==> config.mk <==
export PLATFORM = sky130hd
export DESIGN_NAME = mem_access_stage
export DESIGN_NICKNAME = d
export VERILOG_FILES = /design/src/rtl/mem_access_stage.sv
export SDC_FILE = /design/constraint.sdc
export NUM_CORES = 1
export LEC_CHECK = 0
export CAP_MARGIN = 20
export CORE_AREA = 5 5 120 122
export CTS_CLUSTER_SIZE = 10
export DETAILED_ROUTE_END_ITERATION = 8
export DIE_AREA = 0 0 125 127
export GPL_ROUTABILITY_DRIVEN = 0
export PLACE_DENSITY = 0.77
export SYNTH_ARGS = -nofsm -noshare
export SYNTH_HDL_FRONTEND = slang
export SYNTH_SLANG_ARGS = --single-unit
==> constraint.sdc <==
create_clock -name i_clk -period 3 [get_ports i_clk]
set_clock_uncertainty 0.1 [all_clocks]
set_input_delay 0.75 -clock i_clk [delete_from_list [all_inputs] [get_ports i_clk]]
set_output_delay 0.75 -clock i_clk [all_outputs]
set_load 0.01 [all_outputs]
==> src/rtl/mem_access_stage.sv <==
// mem_access_stage: RISC-V MEM stage driving a registered req/ack data bus with byte enables,
// load lane extension, upstream stall, and misalignment / bus-timeout traps.
module mem_access_stage #(
    parameter int P_TIMEOUT = 16
) (
    input  logic        i_clk,
    input  logic        i_reset,
    input  logic        i_MemRead,
    input  logic        i_MemWrite,
    input  logic [2:0]  i_funct3,
    input  logic [31:0] i_ALU_result,
    input  logic [31:0] i_Write_Data,
    input  logic        i_RegWrite,
    input  logic        i_MemToReg,
    input  logic [4:0]  i_Rd,
    output logic        o_dmem_req,
    output logic        o_dmem_we,
    output logic [31:0] o_dmem_addr,
    output logic [3:0]  o_dmem_be,
    output logic [31:0] o_dmem_wdata,
    input  logic        i_dmem_ack,
    input  logic [31:0] i_dmem_rdata,
    output logic        o_RegWrite,
    output logic        o_MemToReg,
    output logic [31:0] o_Read_Data,
    output logic [31:0] o_ALU_result,
    output logic [4:0]  o_Rd,
    output logic        o_stall,
    output logic        o_misaligned,
    output logic        o_bus_err
);
    typedef enum logic {IDLE, BUSY} state_t;
    state_t state, state_nxt;
    logic [7:0] cnt;
    logic [2:0] f3_q;
    logic [1:0] off_q;
    logic mem_op, is_b, is_h, misaligned, start, ack, timeout, reg_write;
    logic [3:0] be_nxt;
    logic [31:0] wdata_nxt;

    // Codes other than B/H (including 011/110/111) fall through to word size.
    assign mem_op     = i_MemRead | i_MemWrite;
    assign is_b       = i_funct3[1:0] == 2'b00;
    assign is_h       = i_funct3[1:0] == 2'b01;
    assign misaligned = is_h ? i_ALU_result[0] : !is_b && (i_ALU_result[1:0] != 2'b00);
    assign be_nxt     = i_MemRead ? 4'b1111 :
                        is_b ? 4'b0001 << i_ALU_result[1:0] :
                        is_h ? (i_ALU_result[1] ? 4'b1100 : 4'b0011) : 4'b1111;
    assign wdata_nxt  = is_b ? {4{i_Write_Data[7:0]}} : is_h ? {2{i_Write_Data[15:0]}} : i_Write_Data;
    assign start      = state == IDLE && mem_op && !misaligned;
    assign ack        = state == BUSY && o_dmem_req && i_dmem_ack;
    assign timeout    = state == BUSY && !ack && cnt == 8'(P_TIMEOUT - 1);

    assign o_MemToReg   = i_MemToReg;
    assign o_ALU_result = i_ALU_result;
    assign o_Rd         = i_Rd;

    function automatic logic [31:0] extend(input logic [2:0] f3, input logic [1:0] off,
                                           input logic [31:0] d);
        logic [7:0]  b;
        logic [15:0] h;
        b = d[{off, 3'b000} +: 8];
        h = off[1] ? d[31:16] : d[15:0];
        return f3[1:0] == 2'b00 ? {{24{b[7] & !f3[2]}}, b} :
               f3[1:0] == 2'b01 ? {{16{h[15] & !f3[2]}}, h} : d;
    endfunction

    always_ff @(posedge i_clk or posedge i_reset) begin
        if (i_reset) state <= IDLE;
        else state <= state_nxt;
    end

    // Size and lane are captured with the request so extension does not depend on held inputs.
    always_ff @(posedge i_clk or posedge i_reset) begin
        if (i_reset) begin
            cnt          <= '0;
            o_dmem_req   <= 1'b0;
            o_dmem_we    <= 1'b0;
            o_dmem_addr  <= '0;
            o_dmem_be    <= '0;
            o_dmem_wdata <= '0;
            f3_q         <= '0;
            off_q        <= '0;
        end else if (start) begin
            cnt          <= '0;
            o_dmem_req   <= 1'b1;
            o_dmem_we    <= !i_MemRead;
            o_dmem_addr  <= {i_ALU_result[31:2], 2'b00};
            o_dmem_be    <= be_nxt;
            o_dmem_wdata <= wdata_nxt;
            f3_q         <= i_funct3;
            off_q        <= i_ALU_result[1:0];
        end else if (state == BUSY) begin
            cnt <= cnt + 8'd1;
            if (ack || timeout) o_dmem_req <= 1'b0;
        end
    end

    always_comb begin
        state_nxt    = state;
        o_stall      = 1'b0;
        o_misaligned = 1'b0;
        o_bus_err    = 1'b0;
        o_Read_Data  = '0;
        reg_write    = i_RegWrite;
        if (state == IDLE) begin
            if (mem_op && misaligned) begin
                o_misaligned = 1'b1;
                reg_write    = 1'b0;
            end else if (mem_op) begin
                o_stall   = 1'b1;
                state_nxt = BUSY;
            end
        end else if (ack) begin
            state_nxt   = IDLE;
            o_Read_Data = o_dmem_we ? '0 : extend(f3_q, off_q, i_dmem_rdata);
        end else if (timeout) begin
            state_nxt = IDLE;
            o_bus_err = 1'b1;
            reg_write = 1'b0;
        end else begin
            o_stall = 1'b1;
        end
        if (i_reset) o_stall = 1'b0;
        o_RegWrite = reg_write & !o_stall;
    end
endmodule
==> results of run 1 <==
==> power by group <==
group	internal [mW]	switching, mW	total, mW
Combinational	1.83	1.39	3.21
Sequential	1.65	0.346	1.99
Clock	0.575	0.425	1.00
Total	4.05	2.16	6.20
==> area by class of cell <==
class | count | area [µm²]
multi-input cells | 277 | 2166
inverters | 7 | 27.53
clock buffers | 10 | 239.0
well taps | 176 | 220.2
repair buffers | 296 | 2768
fillers | 1130 | 5580
clock inverters | 5 | 31.28
flip-flops and latches | 82 | 2053
==> state kept, by name, summed over array words and instances, names as in the netlist <==
| name | cells |
|---|---|
| o_dmem_wdata | 32 |
| o_dmem_addr | 30 |
| cnt | 8 |
| o_dmem_be | 4 |
| f3_q | 3 |
| off_q | 2 |
| o_dmem_req | 1 |
| o_dmem_we | 1 |
| state | 1 |
==> per-layer routing <==
layer,share of wire [%],global-route usage [%]
met5,0,0
met4,3.0,6.824
met3,9.6,7.137
met2,50,32.39
met1,37,20.22
==> stage by stage <==
step	area, µm²	cells	util, %	setup slack [ns]
after global placement	7246	831	55.37	-0.6016
after floorplan	4633	431	-	0.04156
after detailed placement	7246	831	55.37	-0.6414
after global routing	7505	853	57.35	-0.01373
final	7505	853	57.35	0.04391
after CTS	7542	853	57.64	0.002269
==> critical path, cell delays in order <==
cell and delay [ns]:
clkdlybuf4s50_1 0.45, mux4_2 0.49, nor2_1 0.10, a211oi_1 0.06, clkdlybuf4s15_1 0.25
==> logic make-up (layout without fill, tap and decap cells) <==
logic type,count (synthesis),count (layout)
buf+inv,72,318
flops,82,82
fa+ha+maj,1,1
mux,92,92
other cells,1,2
simple gates,89,89
compound gates,90,90
xor+xnor,3,3
==> what timing repair did <==
action,in CTS,in global routing
resized for setup,126,30
setup buffers,6,0
endpoints found under the hold margin,0,0
gates cloned,1,0
setup endpoints to repair,37,24
pin swaps,4,3
==> synthesized netlist by cell type, drive strengths merged <==
cell type | number | area, µm²
o21ai | 44 | 220.2
nand3 | 9 | 50.05
ha | 1 | 12.51
nor3 | 1 | 10.01
nor4b | 3 | 32.53
inv | 7 | 26.28
xnor2 | 2 | 17.52
or3 | 1 | 6.260
or3b | 1 | 11.26
or2 | 4 | 25.02
a2bb2oi | 1 | 8.760
a211oi | 8 | 60.06
nand4b | 1 | 8.760
a21oi | 15 | 75.07
buf | 58 | 424.2
o211ai | 2 | 20.02
conb | 1 | 3.750
a21o | 16 | 120.1
dfrtp | 82 | 2052
nor2 | 22 | 87.58
nand2 | 42 | 157.7
mux2i | 42 | 420.4
o22ai | 1 | 6.260
a221oi | 1 | 15.01
clkbuf | 7 | 26.28
xor2 | 1 | 8.760
and4 | 1 | 8.760
nor4 | 3 | 33.78
o31ai | 2 | 28.78
mux4 | 7 | 157.7
mux2 | 43 | 488.0
nand2b | 1 | 6.260
==> worst min path at each step <==
stage	from	end	slack, ns
CTS	o_dmem_wdata[8]	o_dmem_wdata[8]	0.38
detailed placement	o_dmem_wdata[8]	o_dmem_wdata[8]	0.37
global route	o_dmem_wdata[8]	o_dmem_wdata[8]	0.40
finish	o_dmem_wdata[8]	o_dmem_wdata[8]	0.37
global placement	o_dmem_wdata[30]	o_dmem_wdata[30]	0.36
floorplan	cnt[7]	cnt[7]	0.35
==> summary.md, run 1 <==
| Metric | Value |
|---|---|
| Outcome | `completed` |
| Num CTS Buffers | `9` |
| Clk buf depth | `2` |
| DR iter-0 viols | `62` |
| Most common cell after layout, fill and taps aside | `clkdlybuf4s50_1` |
| Final setup fails | `0` |
| Crit path launch type | `input port` |
| Hold WS | `0.3748 ns` |
| Mux cell area share after synthesis | `23.03%` |
| Core Area | `13,090 µm²` |
| Pin count of the biggest net entering global routing | `56` |
| Synth Area in Adders | `0.2703%` |
| Worst setup EP type | `primary output` |
| R2R cell count | `5` |
| IO Port Bufs | `240` |
| Number of global-route vias before repair | `4,676` |
| Layout cells sized above 1 | `26.29%` |
| Die Height | `127 µm` |
| Synth Instances | `430` |
| CTS clk-pin slew, worst paths | `0.06 ns` |
| CTS Hold Bufs | `0` |
| Flops & latches, synth | `82` |
| Period utilisation layout | `98.54%` |
| Arrival time of the worst setup path | `2.11 ns` |
| Reg2Reg Setup Slack | `1.33 ns` |
| Die span in x | `125 µm` |
| TritonCTS clock tree | `yes` |
| Sum Neg Setup Slack | `0 ns` |
| Critical Path Sink | `o_Read_Data[5]` |
| H-Tree Depth | `3` |
| Global Route Usage Sum | `18.40%` |
| IO Pins | `255` |
| Fin. Hold Viols | `0` |
| Total Power | `6.205 mW` |
| Max-cap violations | `0` |
| Post-route ant nets | `0` |
| Crit path time final | `2.956 ns` |
| DRC Markers | `0` |
| Slew HR | `54.68%` |
| Avg Inst Size Synth | `10.77 µm²` |
| Clk_lat worst skew | `0.32 ns` |
| Simple-Gate Fraction of Synth Area | `9.459%` |
| Synth Area in Compound Gates | `11.97%` |
| R2r startpoint | `state` |
| Commonest non-fill, non-tap cells in the layout | `191 x clkdlybuf4s50_1, 81 x dfrtp_1, 47 x buf_4, 44 x o21ai_0` |
| Wire length per cell | `17.38 µm` |
| Crit-path max FO | `2` |
| Crit path launch | `i_dmem_rdata[29]` |
| CTS sink cnt | `82` |
| Max VDD drop | `0.0004203 V` |
| P_leak | `3.491 nW` |
| Vias per Instance | `4.943` |
| FP Rows | `42` |
| Cell Pwr Density | `826.8 nW/µm²` |
| Min-Delay Path Depth | `2` |
| Largest family of logic cells by synthesized area | `multiplexers` |
| Final Net Count | `785` |
| Final Max Tran Viols | `0` |
| Critical path class | `in -> out` |
| Area Overhead vs Synth | `62.11%` |
| Reg2reg end | `o_dmem_addr[7]` |
| WP data required | `2.15 ns` |
| Register area share after synthesis | `44.32%` |
| Cell Area, Synth | `4629 µm²` |
| Global-route wire length before repair | `23,910 µm` |
| Post-synth cell types | `41` |
| Peak Freq | `0.3383 GHz` |
| Slew @ Worst Pin | `0.6798 ns` |
| XOR/XNOR Fraction of Synth Area | `0.5676%` |
| Initial antenna violation count | `0` |
| Initial Util | `35.38%` |
| Area of the die | `15,880 µm²` |
| Post-Route WL | `14,830 µm` |
| HPWL after detailed placement | `11,580 µm` |
| Antenna Cells | `0` |
| Total gr overflow | `0` |
| Count of warnings emitted by yosys | `0` |
| Worst min path class | `reg -> reg` |
| Root Buffer | `clkbuf_16` |
| Drt first pass iters | `4` |
| Total number of vias | `4,216` |
No activity file was read; power rests on OpenSTA's default activity.
==> run 2: changes to the inputs <==
Settings changed: CAP_MARGIN 20 to not set.
==> results of run 2 <==
Final layout, timing and power as in run 1 (identical DEF).
==> run 3: changes to the inputs <==
Settings changed: ABC_AREA set to 1, CORE_AREA 5 5 120 122 to 5 5 121 123, DIE_AREA 0 0 125 127 to 0 0 126 128, HOLD_SLACK_MARGIN set to 0.08.
==> run 3 against run 2 <==
  * Via count increased by 17%
  * First-iteration DRC count increased to 3.8 times the previous value
  * Core utilization decreased by 2.5 points
  * Combinational power about the same
  * Wire length increased by 10%
  * Clock-buffer cell count increased by 1
  * Critical endpoint is now o_Read_Data[9]
  * Largest cell class unchanged
  * Highest routed layer is now met5
==> summary.md, run 3 <==
| Metric | Value |
|---|---|
| Most common cell after layout, fill and taps aside | `nand2_1` |
| Final setup fails | `0` |
| R2r startpoint | `state` |
| HPWL after detailed placement | `12,490 µm` |
| Synth Area in Adders | `0.2670%` |
| Initial Util | `34.56%` |
| Critical path buffer and inverter count | `5` |
| CTS sink cnt | `82` |
| Wire length per cell | `15.41 µm` |
| Area of the die | `16,130 µm²` |
| Cell Area, Synth | `4686 µm²` |
| IO Port Bufs | `240` |
| Arrival time of the worst setup path | `2.10 ns` |
| XOR/XNOR Fraction of Synth Area | `0%` |
| Crit path launch | `i_dmem_rdata[7]` |
| Final Net Count | `987` |
| R2R cell count | `7` |
| Post-synth cell types | `27` |
| Synth Area in Compound Gates | `8.518%` |
| Synth area leaders | `dfrtp_1 44%, nand2_1 21%, buf_4 7.2%, nor2_1 5.0%, nand3_1 4.5%` |
| Die Height | `128 µm` |
| Main synth FF type | `dfrtp_1` |
| Post-route ant nets | `0` |
| Register area share after synthesis | `43.79%` |
| Crit path time final | `2.951 ns` |
| Post-Route WL | `16,350 µm` |
| Outcome | `completed` |
| Worst-path cell chain | `clkdlybuf4s50_1 -> inv_2 -> nand2_1 -> nand3_2 -> nand3_4 -> buf_6 -> nand3_2 -> buf_6 -> nor2_2 -> buf_2` |
| H-Tree Depth | `3` |
| Num CTS Buffers | `9` |
| Max VDD drop | `0.0004652 V` |
| TritonCTS clock tree | `yes` |
| Final Instance Area | `7441 µm²` |
| Biggest regs | `o_dmem_wdata x32, o_dmem_addr x30, cnt x8` |
| Critical Path Sink | `o_Read_Data[9]` |
| Layout cells sized above 1 | `13.30%` |
| Slew @ Worst Pin | `0.7742 ns` |
| Placed cell area | `7132 µm²` |
| Post-synth top cells | `257 x nand2_1, 82 x dfrtp_1, 63 x nor2_1, 45 x buf_4, 42 x nand3_1` |
| IO Pins | `255` |
| Simple-Gate Fraction of Synth Area | `33.81%` |
| Sum Neg Setup Slack | `0 ns` |
| Reg2reg end | `o_dmem_be[1]` |
| Peak Freq | `0.3388 GHz` |
| Finished Core Util | `54.88%` |
| Top-count cell post-synth | `nand2_1` |
| Largest family of logic cells by synthesized area | `simple AND/OR/NAND/NOR gates` |
| CP delay by family, top | `buffers and inverters` |
| Avg Inst Size Synth | `7.176 µm²` |
| Final Max Tran Viols | `0` |
| WP data required | `2.15 ns` |
| Post-synth EDFFs | `0` |
| Max-cap violations | `0` |
| Critical path class | `in -> out` |
| Mux cell area share after synthesis | `0%` |
| Dominant cell type by area after synthesis | `dfrtp_1` |
| Fin. Hold Viols | `0` |
| Global-route wire length before repair | `25,600 µm` |
| Cell Pwr Density | `849.6 nW/µm²` |
| Total number of vias | `4,933` |
| Die span in x | `126 µm` |
| Reg2Reg Setup Slack | `0.89 ns` |
| Crit-path max FO | `7` |
| Count of warnings emitted by yosys | `0` |
| Worst min path class | `reg -> reg` |
| CP max stage delay | `0.47 ns` |
| Clk buf depth | `2` |
| Initial antenna violation count | `2` |
| Clk_lat worst skew | `0.34 ns` |
| Area Overhead vs Synth | `58.80%` |
| Number of global-route vias before repair | `5,028` |
| Drt first pass iters | `4` |
| FP Rows | `43` |
| Slowest cell on the critical path | `clkdlybuf4s50_1` |
| Pin count of the biggest net entering global routing | `72` |
| Period utilisation layout | `98.38%` |
| Largest Register | `o_dmem_wdata` |
| Max FFs per register | `32` |
| Worst setup EP type | `primary output` |
| Synth top area share | `43.79%` |
| Root Buffer | `clkbuf_16` |
| CTS Hold Bufs | `0` |
| Flops & latches, synth | `82` |
| CTS clk-pin slew, worst paths | `0.06 ns` |
| DR iter-0 viols | `237` |
| Crit path launch type | `input port` |
| Total gr overflow | `0` |
| Synth Instances | `653` |
| Share of flip-flops with an asynchronous set or reset | `100.0%` |
| CP Depth | `10` |
| P_leak | `3.667 nW` |
| Core Area | `13,560 µm²` |
| DRC Markers | `0` |
| Commonest non-fill, non-tap cells in the layout | `254 x nand2_1, 197 x clkdlybuf4s50_1, 82 x dfrtp_1, 56 x nor2_1, 39 x nand3_1` |
| Slew HR | `48.39%` |
| Global Route Usage Sum | `19.94%` |
| Vias per Instance | `4.649` |
[run 3: per-layer routing]
layer	vias to the layer above	GRT usage, %	wire length, µm
met2	205	34.30	7925
met1	2239	22.64	6467
met3	31	7.875	1621
met5	-	0	13
met4	2	6.814	323
li1	2456	-	-
[run 3: cell type report]
type	instances	area, µm²
Antenna cell	1	2.502
Clock buffer	11	252.7
Clock inverter	5	67.56
Fill cell	1348	6117
Inverter	42	161.4
Multi-Input combinational cell	461	2066
Sequential cell	82	2052
Tap cell	180	225.2
Timing Repair Buffer	279	2614
[run 3: tightest hold or removal path: cells and delay by family (launching register included)]
family        cells  cell delay, ns
simple gates      2            0.10
flops             1            0.34
[run 3: report_power, final]
| part | internal [mW] | switching, mW |
|---|---|---|
| Sequential | 1.60 | 0.333 |
| Clock | 0.703 | 0.470 |
| Combinational | 1.58 | 1.63 |
| Total | 3.89 | 2.44 |
[run 3: per-stage QoR]
| stage | cells | worst slack (ns) | hold WS (ns) | power [mW] |
|---|---|---|---|---|
| finish | 1061 | 0.04872 | 0.3786 | 6.322 |
| global route | 1061 | -0.006620 | 0.4049 | 6.793 |
| CTS | 1060 | -0.04888 | 0.3827 | 6.359 |
| detailed placement | 1040 | -0.4664 | 0.3640 | 5.172 |
| global placement | 1040 | -0.4565 | 0.3614 | 5.116 |
| floorplan | 654 | -0.1999 | 0.3670 | 3.490 |
[run 3: how the worst min path moves through the flow]
stage	slack, ns	to	start	depth (start not counted)
floorplan	0.37	cnt[1]	cnt[1]	2
global placement	0.36	o_dmem_addr[6]	o_dmem_addr[6]	2
detailed placement	0.36	o_dmem_addr[9]	o_dmem_addr[9]	2
CTS	0.38	o_dmem_wdata[31]	o_dmem_wdata[31]	2
global route	0.40	o_dmem_addr[13]	o_dmem_addr[13]	2
finish	0.38	o_dmem_wdata[26]	o_dmem_wdata[26]	2
[run 3: cell families (layout without fill, tap and decap cells)]
logic type | after synthesis | after routing
other | 1 | 3
adder cells (fa/ha/maj) | 1 | 1
AND/OR/NAND/NOR | 384 | 384
flip-flops | 82 | 82
buffers and inverters | 111 | 337
AO/OA/AOI/OAI | 74 | 74
[run 3: timing repair]
action / 4_1_cts / 5_1_grt
buffers inserted: 4 / 0
setup endpoints to repair: 36 / 26
pin swaps: 3 / 4
gates resized for setup: 94 / 37
